## config.mk

```make
export PLATFORM = sky130hd
export DESIGN_NAME = pv_accumulator
export DESIGN_NICKNAME = d
export VERILOG_FILES = /design/src/rtl/pv_acc_pkg.sv /design/src/rtl/pv_square_stage.sv /design/src/rtl/pv_accumulator.sv
export SDC_FILE = /design/constraint.sdc
export NUM_CORES = 1
export LEC_CHECK = 0
export ABC_AREA = 1
export CAP_MARGIN = 10
export CORE_MARGIN = 4
export CORE_UTILIZATION = 30
export DETAILED_ROUTE_END_ITERATION = 10
export SLEW_MARGIN = 10
export SYNTH_ARGS = -nofsm -noshare
export SYNTH_HDL_FRONTEND = slang
export SYNTH_SLANG_ARGS = --single-unit
```

## constraint.sdc

```tcl
create_clock -name clk -period 6.1 [get_ports clk]
set_input_delay 1.83 -clock clk [delete_from_list [all_inputs] [get_ports clk]]
set_output_delay 1.83 -clock clk [all_outputs]
set_load 0.05 [all_outputs]
```

## src/rtl/pv_acc_pkg.sv

```systemverilog
// Shared FSM encoding and accumulator width helpers for pv_accumulator.
// The DRAIN state is only reachable when the design is built with SUM_SQ_EN.
package pv_acc_pkg;

    typedef enum logic [1:0] {
        IDLE  = 2'd0,
        RUN   = 2'd1,
        DRAIN = 2'd2,
        DONE  = 2'd3
    } pv_state_t;

    localparam int DEF_VAL_W      = 16;
    localparam int DEF_NPATH_LOG2 = 10;
    localparam int ACC_W          = DEF_VAL_W + DEF_NPATH_LOG2;
    localparam int SQ_W           = 2 * DEF_VAL_W + DEF_NPATH_LOG2;

    // Modules are parameterised, so they size their accumulators through these.
    function automatic int acc_width(input int valW, input int nPathLog2);
        return valW + nPathLog2;
    endfunction

    function automatic int sq_width(input int valW, input int nPathLog2);
        return 2 * valW + nPathLog2;
    endfunction

endpackage

```

## src/rtl/pv_square_stage.sv

```systemverilog
// Registered squarer with a matching valid pipe; one cycle from sample to square.
// Only instantiated when pv_accumulator is built with SUM_SQ_EN.
module pv_square_stage #(
    parameter int VAL_W = 16
) (
    input  logic               clk,
    input  logic               reset,
    input  logic               i_valid,
    input  logic [VAL_W-1:0]   i_val,
    output logic               o_valid,
    output logic [2*VAL_W-1:0] o_sq
);

    logic [2*VAL_W-1:0] w_ext;
    logic [2*VAL_W-1:0] r_sq;
    logic               r_valid;

    assign w_ext = {{VAL_W{1'b0}}, i_val};

    always_ff @(posedge clk or posedge reset) begin
        if (reset) begin
            r_sq    <= '0;
            r_valid <= 1'b0;
        end else begin
            r_valid <= i_valid;
            if (i_valid) begin
                r_sq <= w_ext * w_ext;
            end
        end
    end

    assign o_valid = r_valid;
    assign o_sq    = r_sq;

endmodule

```

## src/rtl/pv_accumulator.sv

```systemverilog
// Sums 2**NPATH_LOG2 present-value samples and presents the mean to the host.
// Define SUM_SQ_EN to add a squaring pipeline, a DRAIN state and the mean_sq output.
module pv_accumulator
    import pv_acc_pkg::*;
#(
    parameter int VAL_W      = 16,
    parameter int NPATH_LOG2 = 10
) (
    input  logic                  clk,
    input  logic                  reset,
    input  logic                  start,
    input  logic                  abort,
    input  logic                  pv_valid,
    input  logic [VAL_W-1:0]      pv_val,
    output logic                  busy,
    output logic                  result_valid,
    input  logic                  result_ack,
    output logic [VAL_W-1:0]      mean,
    output logic [2*VAL_W-1:0]    mean_sq,
    output logic [NPATH_LOG2:0]   path_cnt
);

    localparam int ACC_BITS = acc_width(VAL_W, NPATH_LOG2);
    localparam int CNT_W    = NPATH_LOG2 + 1;
    localparam logic [CNT_W-1:0] LAST_CNT = CNT_W'((1 << NPATH_LOG2) - 1);

    pv_state_t           r_state;
    logic                r_busy;
    logic                r_resultValid;
    logic [ACC_BITS-1:0] r_acc;
    logic [CNT_W-1:0]    r_pathCnt;
    logic [VAL_W-1:0]    r_mean;
    logic [ACC_BITS-1:0] w_accNext;
    logic                w_lastSample;

    assign w_accNext    = r_acc + ACC_BITS'(pv_val);
    assign w_lastSample = (r_pathCnt == LAST_CNT);

`ifdef SUM_SQ_EN
    localparam int SQ_BITS = sq_width(VAL_W, NPATH_LOG2);

    logic                w_accept;
    logic                w_sqValid;
    logic [2*VAL_W-1:0]  w_sq;
    logic [SQ_BITS-1:0]  w_sqAccNext;
    logic [SQ_BITS-1:0]  r_sqAcc;
    logic [2*VAL_W-1:0]  r_meanSq;

    assign w_accept    = (r_state == RUN) && pv_valid && !abort;
    assign w_sqAccNext = r_sqAcc + SQ_BITS'(w_sq);

    pv_square_stage #(.VAL_W(VAL_W)) u_square (
        .clk     (clk),
        .reset   (reset),
        .i_valid (w_accept),
        .i_val   (pv_val),
        .o_valid (w_sqValid),
        .o_sq    (w_sq)
    );

    // A stale square left in the pipe by an abort retires before any start can clear.
    always_ff @(posedge clk or posedge reset) begin
        if (reset) begin
            r_sqAcc <= '0;
        end else if (r_state == IDLE && start) begin
            r_sqAcc <= '0;
        end else if (w_sqValid) begin
            r_sqAcc <= w_sqAccNext;
        end
    end

    assign mean_sq = r_meanSq;
`else
    assign mean_sq = '0;
`endif

    always_ff @(posedge clk or posedge reset) begin
        if (reset) begin
            r_state       <= IDLE;
            r_busy        <= 1'b0;
            r_resultValid <= 1'b0;
            r_acc         <= '0;
            r_pathCnt     <= '0;
            r_mean        <= '0;
`ifdef SUM_SQ_EN
            r_meanSq      <= '0;
`endif
        end else begin
            case (r_state)
                IDLE: begin
                    if (start) begin
                        r_acc     <= '0;
                        r_pathCnt <= '0;
                        r_busy    <= 1'b1;
                        r_state   <= RUN;
                    end
                end
                RUN: begin
                    if (abort) begin
                        r_busy  <= 1'b0;
                        r_state <= IDLE;
                    end else if (pv_valid) begin
                        r_acc     <= w_accNext;
                        r_pathCnt <= r_pathCnt + CNT_W'(1);
                        if (w_lastSample) begin
`ifdef SUM_SQ_EN
                            r_state       <= DRAIN;
`else
                            r_mean        <= w_accNext[ACC_BITS-1:NPATH_LOG2];
                            r_busy        <= 1'b0;
                            r_resultValid <= 1'b1;
                            r_state       <= DONE;
`endif
                        end
                    end
                end
`ifdef SUM_SQ_EN
                DRAIN: begin
                    if (abort) begin
                        r_busy  <= 1'b0;
                        r_state <= IDLE;
                    end else begin
                        r_mean        <= r_acc[ACC_BITS-1:NPATH_LOG2];
                        r_meanSq      <= w_sqAccNext[SQ_BITS-1:NPATH_LOG2];
                        r_busy        <= 1'b0;
                        r_resultValid <= 1'b1;
                        r_state       <= DONE;
                    end
                end
`endif
                DONE: begin
                    if (result_ack) begin
                        r_resultValid <= 1'b0;
                        r_state       <= IDLE;
                    end
                end
                default: begin
                    r_busy        <= 1'b0;
                    r_resultValid <= 1'b0;
                    r_state       <= IDLE;
                end
            endcase
        end
    end

    assign busy         = r_busy;
    assign result_valid = r_resultValid;
    assign mean         = r_mean;
    assign path_cnt     = r_pathCnt;

endmodule
```

==> run_results.csv, run 1 <==
group,metric,value,unit
run_status,status,"finished clean",
drt,vias,3912,
clock_network,ctsResizeCount,0,
critical_path,crit_family,"buffers and inverters",
floorplanning,initial_core_util,30.6,%
drt,routed_wl,10.9,mm
power,power.static_leakage,0.00274,uW
floorplanning,die-area,16100,sq um
cells_and_area,nNetsFinal,750,
job,drv_cap,0,
worst_hold_path,hp-class,"register to register",
drt,drt-initial-drc-count,186,
critical_path,crit_path_max_incr_delay,0.52,ns
floorplanning,io_pins,83,
drt,dr.pass1.iters,5,
timing,tns,0,ns
logic_synthesis,yosysSeqAreaShare,33.6,%
critical_path,crit_arrival,4.05,ns
power,power_density,362,nW/um^2
drt,via_per_inst,4.38,
global_routing,antenna_found_initial,0,
critical_path,path_cells,"clkdlybuf4s50_1, inv_1, o21ai_0, inv_1, nand3_1, buf_4, nor2_1, nand2_1, o21ai_0, a21oi_1",
clock_network,postCtsSetupBuffers,0,
critical_path,required,6.33,ns
global_routing,overflow,0,
logic_synthesis,synth_cells,654,
cells_and_area,antenna_cells,0,
floorplanning,rows,43,
clock_network,hold_buffers,0,
drt,detail_route.drc_violations,0,
critical_path,cp.buffers_inverters,4,
critical_path,critical_path_class,"input pin to register",
placement,port_buffers,50,
floorplanning,die_h,127,um
timing,finClkSkew,0.00693,ns
logic_synthesis,ys_seq_elements,57,
placement,gp_congestion,0.866,
cells_and_area,syn2layout_area_growth,20.7,%
logic_synthesis,synth_cell_types,30,
global_routing,grt_pass1_wl,18.3,mm
timing,hold_violations,0,
global_routing,grt.total_usage,14.0,%
clock_network,clock_sinks,57,
timing,worst_slew_margin_rel,49.3,%
floorplanning,core,13900,sq um
logic_synthesis,syn_area_per_cell,6.49,sq um
timing,rsz0062_at_grt,"no",
placement,dp_hpwl,8.22,mm
clock_network,h-tree-depth,3,
cells_and_area,layout-drive-gt1-share,4.06,%
critical_path,worstSetupEndpointType,"register",
timing,fin_crit_sh,62.6,%
global_routing,grt_pass1_vias,3717,
timing,layout_setup_ws,2.28,ns
clock_network,clk_pin_slew,0.05,ns
floorplanning,die_w,127,um
timing,period_needed,3.82,ns
timing,fmax,0.262,GHz
clock_network,clk_root_buffer_cell,"clkbuf_16",
timing,slew_violations,0,
critical_path,start_kind,"input pin",
placement,pre_cts_slack,1.91,ns
global_routing,grt_max_degree,58,
timing,tightest_slew,0.760,ns
clock_network,cts_buffer_depth,2,
clock_network,cts_tree,"built",
clock_network,numCtsBuffers,9,
power,irDropWorstVdd,0.211,mV
drt,drt.antenna.violating_nets,0,
critical_path,cpMaxStageDelayCell,"nand3_1",
critical_path,path_max_fanout,17,
logic_synthesis,syn-cell-area,4250,sq um
logic_synthesis,yosysWarnings,0,
drt,detail_route.wl_per_cell,12.1,um
clock_network,clk_latency,0.34,ns
timing,finalSetupViolations,0,
-- per-stage QoR --
stage,total power [uW],cells,hold WS (ns),area (sq um),util [%]
after floorplan,1160,685,0.453,4360,-
after global placement,1350,879,0.467,4830,34.8
after detailed placement,1350,879,0.465,4830,34.8
after CTS,1870,894,0.482,5120,36.9
after global routing,2010,894,0.500,5120,36.9
final,1850,894,0.476,5120,36.9
-- worst paths after layout --
kind                                to       start  cells after the start  slack (ns)
min reg2reg                    mean[5]     mean[5]                      2        0.48
min in group asynchronous     mean[12]       reset                      3        2.02
min                            mean[5]     mean[5]                      2        0.48
max                        path_cnt[5]       abort                     10        2.28
max reg2reg                path_cnt[5]  r_state[1]                      9        3.84
max in group asynchronous     r_acc[5]       reset                      3        3.56
-- flip-flops by register name, indices dropped and copies added (netlist names) --
name          cells
r_acc            26
busy              1
mean             16
result_valid      1
r_state           2
path_cnt         11
-- Yosys cell counts, drive strengths merged --
master / number / share of area (%)
nand2: 260 / 23
nand3b: 5 / 0.88
inv: 89 / 7.9
a21oi: 14 / 1.7
conb: 1 / 0.088
xor2: 1 / 0.21
buf: 38 / 6.5
fa: 1 / 0.47
nand4: 11 / 1.6
dfrtp: 57 / 34
or2: 3 / 0.44
a22o: 1 / 0.21
nand3: 65 / 8.0
nor2: 53 / 5.3
o21ai: 25 / 2.9
nor4: 1 / 0.29
ha: 17 / 5.0
xnor2: 2 / 0.41
clkinv: 1 / 0.21
o21a: 1 / 0.18
and2: 2 / 0.29
nor3: 6 / 0.71
-- layer usage --
metal	wire length [um]	share of wire [%]	vias up	global-route usage [%]
li1	-	-	2095	-
met1	5540	51	1719	19.7
met2	4610	42	87	21.1
met3	531	4.9	11	3.18
met4	175	1.6	0	5.11
met5	0	0	-	0
-- cells by family after synthesis --
group | count (synthesis) | synth area share [%]
other | 1 | 0.0883
AOI/OAI and AO/OA | 41 | 4.98
adders and majority gates | 18 | 5.48
and+or+nand+nor | 406 | 40.7
DFF | 57 | 33.6
xor gates and xnor gates | 3 | 0.619
buffers and inverters | 128 | 14.6
-- final cells by class --
cell class                      instances  area, sq um
Timing Repair Buffer                   52          515
Fill cell                            1496         8760
Inverter                               90          343
Multi-Input combinational cell        500         2320
Tap cell                              180          225
Clock buffer                           12          256
Clock inverter                          3         40.0
Sequential cell                        57         1430
-- layout by cell type (no fill, tap or decap), types with 5 or more instances in the layout --
cell	Yosys	layout
dfrtp_1	57	57
ha_1	17	17
nor3_1	6	6
nand3_1	64	64
nand2_1	259	259
nand4_1	11	11
inv_1	87	86
a21oi_1	14	14
clkdlybuf4s50_1	0	50
nand3b_1	5	5
conb_1	1	32
o21ai_0	25	25
clkbuf_16	0	9
nor2_1	50	50
-- tightest hold or removal path: stages (launching register included) --
cell	delay, ns
dfrtp_1	0.34
nand2_1	0.05
nand2_1	0.05
-- power breakdown --
| part | switching (uW) | internal, uW | leakage (uW) | total [uW] |
|---|---|---|---|---|
| Combinational | 580 | 257 | 0.00182 | 837 |
| Clock | 176 | 334 | 0.000148 | 510 |
| Sequential | 58.1 | 449 | 0.000777 | 507 |
Power figures use the tool's default switching activity.
==> run 2, diff against run 1 <==
==> constraint.sdc (replaced) <==
create_clock -name clk -period 3.35 [get_ports clk]
set_input_delay 1.005 -clock clk [delete_from_list [all_inputs] [get_ports clk]]
set_output_delay 1.005 -clock clk [all_outputs]
set_load 0.05 [all_outputs]
==> run 2 against run 1 <==
Non-clock buffer count rose by 4. Setup slack lost 1.7 ns. Hold slack worse by 0.0035 ns. Combinational power rose by 85%. Register-to-register slack got worse by 2.5 ns. Power rose by 84%. Critical path type unchanged.
==> run_results.csv, run 2 (synthesized netlist as in run 1, its figures left out) <==
group,metric,value,unit
run_status,status,"finished clean",
drt,drt-initial-drc-count,236,
floorplanning,io_pins,83,
timing,finClkSkew,0.00813,ns
power,swShare,43.9,%
global_routing,grt_max_degree,33,
critical_path,reg2reg_from,"r_acc[0]",
job,drv_cap,0,
power,pwr-share-comb,45.6,%
floorplanning,rows,43,
timing,slew_violations,0,
cells_and_area,nNetsFinal,754,
cells_and_area,largest_register_ffs,26,
drt,vias,3957,
critical_path,startpoint,"pv_val[0]",
floorplanning,core,13900,sq um
cells_and_area,final_util,37.2,%
clock_network,cts_buffer_depth,2,
critical_path,start_kind,"input pin",
critical_path,cpMaxStageDelayCell,"fa_1",
floorplanning,die_h,127,um
global_routing,grt.total_usage,14.4,%
clock_network,numCtsBuffers,9,
critical_path,cpMostUsedCell,"nor2_1",
drt,dr.pass1.iters,5,
cells_and_area,syn2layout_area_growth,21.7,%
drt,detail_route.wl_per_cell,12.5,um
global_routing,grt_pass1_wl,18.5,mm
power,power_density,660,nW/um^2
critical_path,crit_path_max_incr_delay,0.46,ns
timing,fin_crit_sh,83.2,%
critical_path,crit_arrival,3.06,ns
worst_hold_path,min_from,"result_valid",
timing,worst_slew_margin_rel,61.0,%
global_routing,overflow,0,
cells_and_area,final_cell_mix,"nand2_1 (259), inv_1 (86), nand3_1 (64)",
critical_path,required,3.62,ns
global_routing,grt_pass1_vias,3806,
clock_network,clk_pin_slew,0.05,ns
placement,gp_congestion,0.883,
cells_and_area,antenna_cells,0,
critical_path,path_cells,"clkdlybuf4s50_1, ha_1, fa_1, inv_1, nor2_1, nor2_1, nor2_1, o21ai_0, nand3_1, nand2_1",
global_routing,antenna_found_initial,0,
cells_and_area,regMostFlops,"r_acc",
power,fin_total_pwr,3410,uW
worst_hold_path,hp-class,"register to register",
clock_network,h-tree-depth,3,
power,pwr-share-clk,27.3,%
floorplanning,initial_core_util,30.6,%
timing,whs,0.473,ns
clock_network,postCtsSetupBuffers,0,
cells_and_area,fin_cells,898,
power,power.switching,1500,uW
timing,tightest_slew,0.584,ns
timing,finalSetupViolations,0,
timing,period_needed,2.79,ns
drt,via_per_inst,4.41,
placement,dp_hpwl,8.59,mm
power,p_seq_share,27.1,%
placement,dp_cells,883,
power,irDropWorstVdd,0.403,mV
clock_network,clk_root_buffer_cell,"clkbuf_16",
timing,hold_violations,0,
timing,rsz0062_at_grt,"no",
clock_network,cts_tree,"built",
critical_path,path_max_fanout,4,
floorplanning,die_w,127,um
power,power.static_leakage,0.00277,uW
floorplanning,die-area,16100,sq um
timing,tns,0,ns
critical_path,critical_path_class,"input pin to register",
drt,routed_wl,11.2,mm
drt,detail_route.drc_violations,0,
cells_and_area,layout_commonest_cell,"nand2_1",
cells_and_area,layout-drive-gt1-share,4.60,%
clock_network,hold_buffers,0,
drt,drt.antenna.violating_nets,0,
placement,port_buffers,50,
power,p_int,1910,uW
clock_network,clk_latency,0.34,ns
timing,fmax,0.359,GHz
critical_path,worstSetupEndpointType,"register",
clock_network,clock_sinks,57,
clock_network,ctsResizeCount,0,
-- run 2: changes by cell type in the layout (fill, tap and decap cells not counted) --
cell / delta
buf_12: +1
buf_4: +3
-- run 2: cell type report --
type / count / area (sq um)
fillers: 1503 / 8710
flip-flops and latches: 57 / 1430
well taps: 180 / 225
multi-input cells: 500 / 2320
inverters: 90 / 343
clock inverters: 3 / 40.0
repair buffers: 56 / 558
clock buffers: 12 / 256
-- run 2: worst paths after layout --
| path | depth (start not counted) | end | slack, ns |
|---|---|---|---|
| max in group asynchronous | 3 | path_cnt[10] | 1.71 |
| setup reg to reg | 9 | mean[2] | 1.33 |
| hold / removal | 2 | result_valid | 0.47 |
| setup / recovery | 10 | mean[2] | 0.56 |
| min in group asynchronous | 2 | r_acc[17] | 1.05 |
| hold reg to reg | 2 | result_valid | 0.47 |
-- run 2: critical path, delay by kind of cell --
| kind | cells | cell delay [ns] |
|---|---|---|
| compound gates | 1 | 0.25 |
| fa+ha+maj | 2 | 0.71 |
| buf+inv | 2 | 0.52 |
| simple gates | 5 | 0.55 |
-- run 2: power by group through the flow --
stage | sequential [uW] | clock [uW] | combinational (uW)
global route | 943 | 988 | 1770
finish | 924 | 929 | 1550
global placement | 931 | 0 | 1550
floorplan | 976 | 0 | 1130
detailed placement | 933 | 0 | 1550
CTS | 925 | 964 | 1560
-- run 2: stage by stage --
| stage | worst slack (ns) | area [sq um] |
|---|---|---|
| detailed placement | 0.240 | 4870 |
| finish | 0.563 | 5170 |
| floorplan | 0.929 | 4360 |
| CTS | 0.582 | 5170 |
| global route | 0.439 | 5170 |
| global placement | 0.232 | 4870 |
-- run 2: routing by layer --
metal  track usage, %  share of wire [%]  vias up
met5                0                  0        -
met4             5.68                1.8        0
met3             3.60                4.9       16
met2             21.3                 43       86
met1             20.2                 51     1746
li1                 -                  -     2109
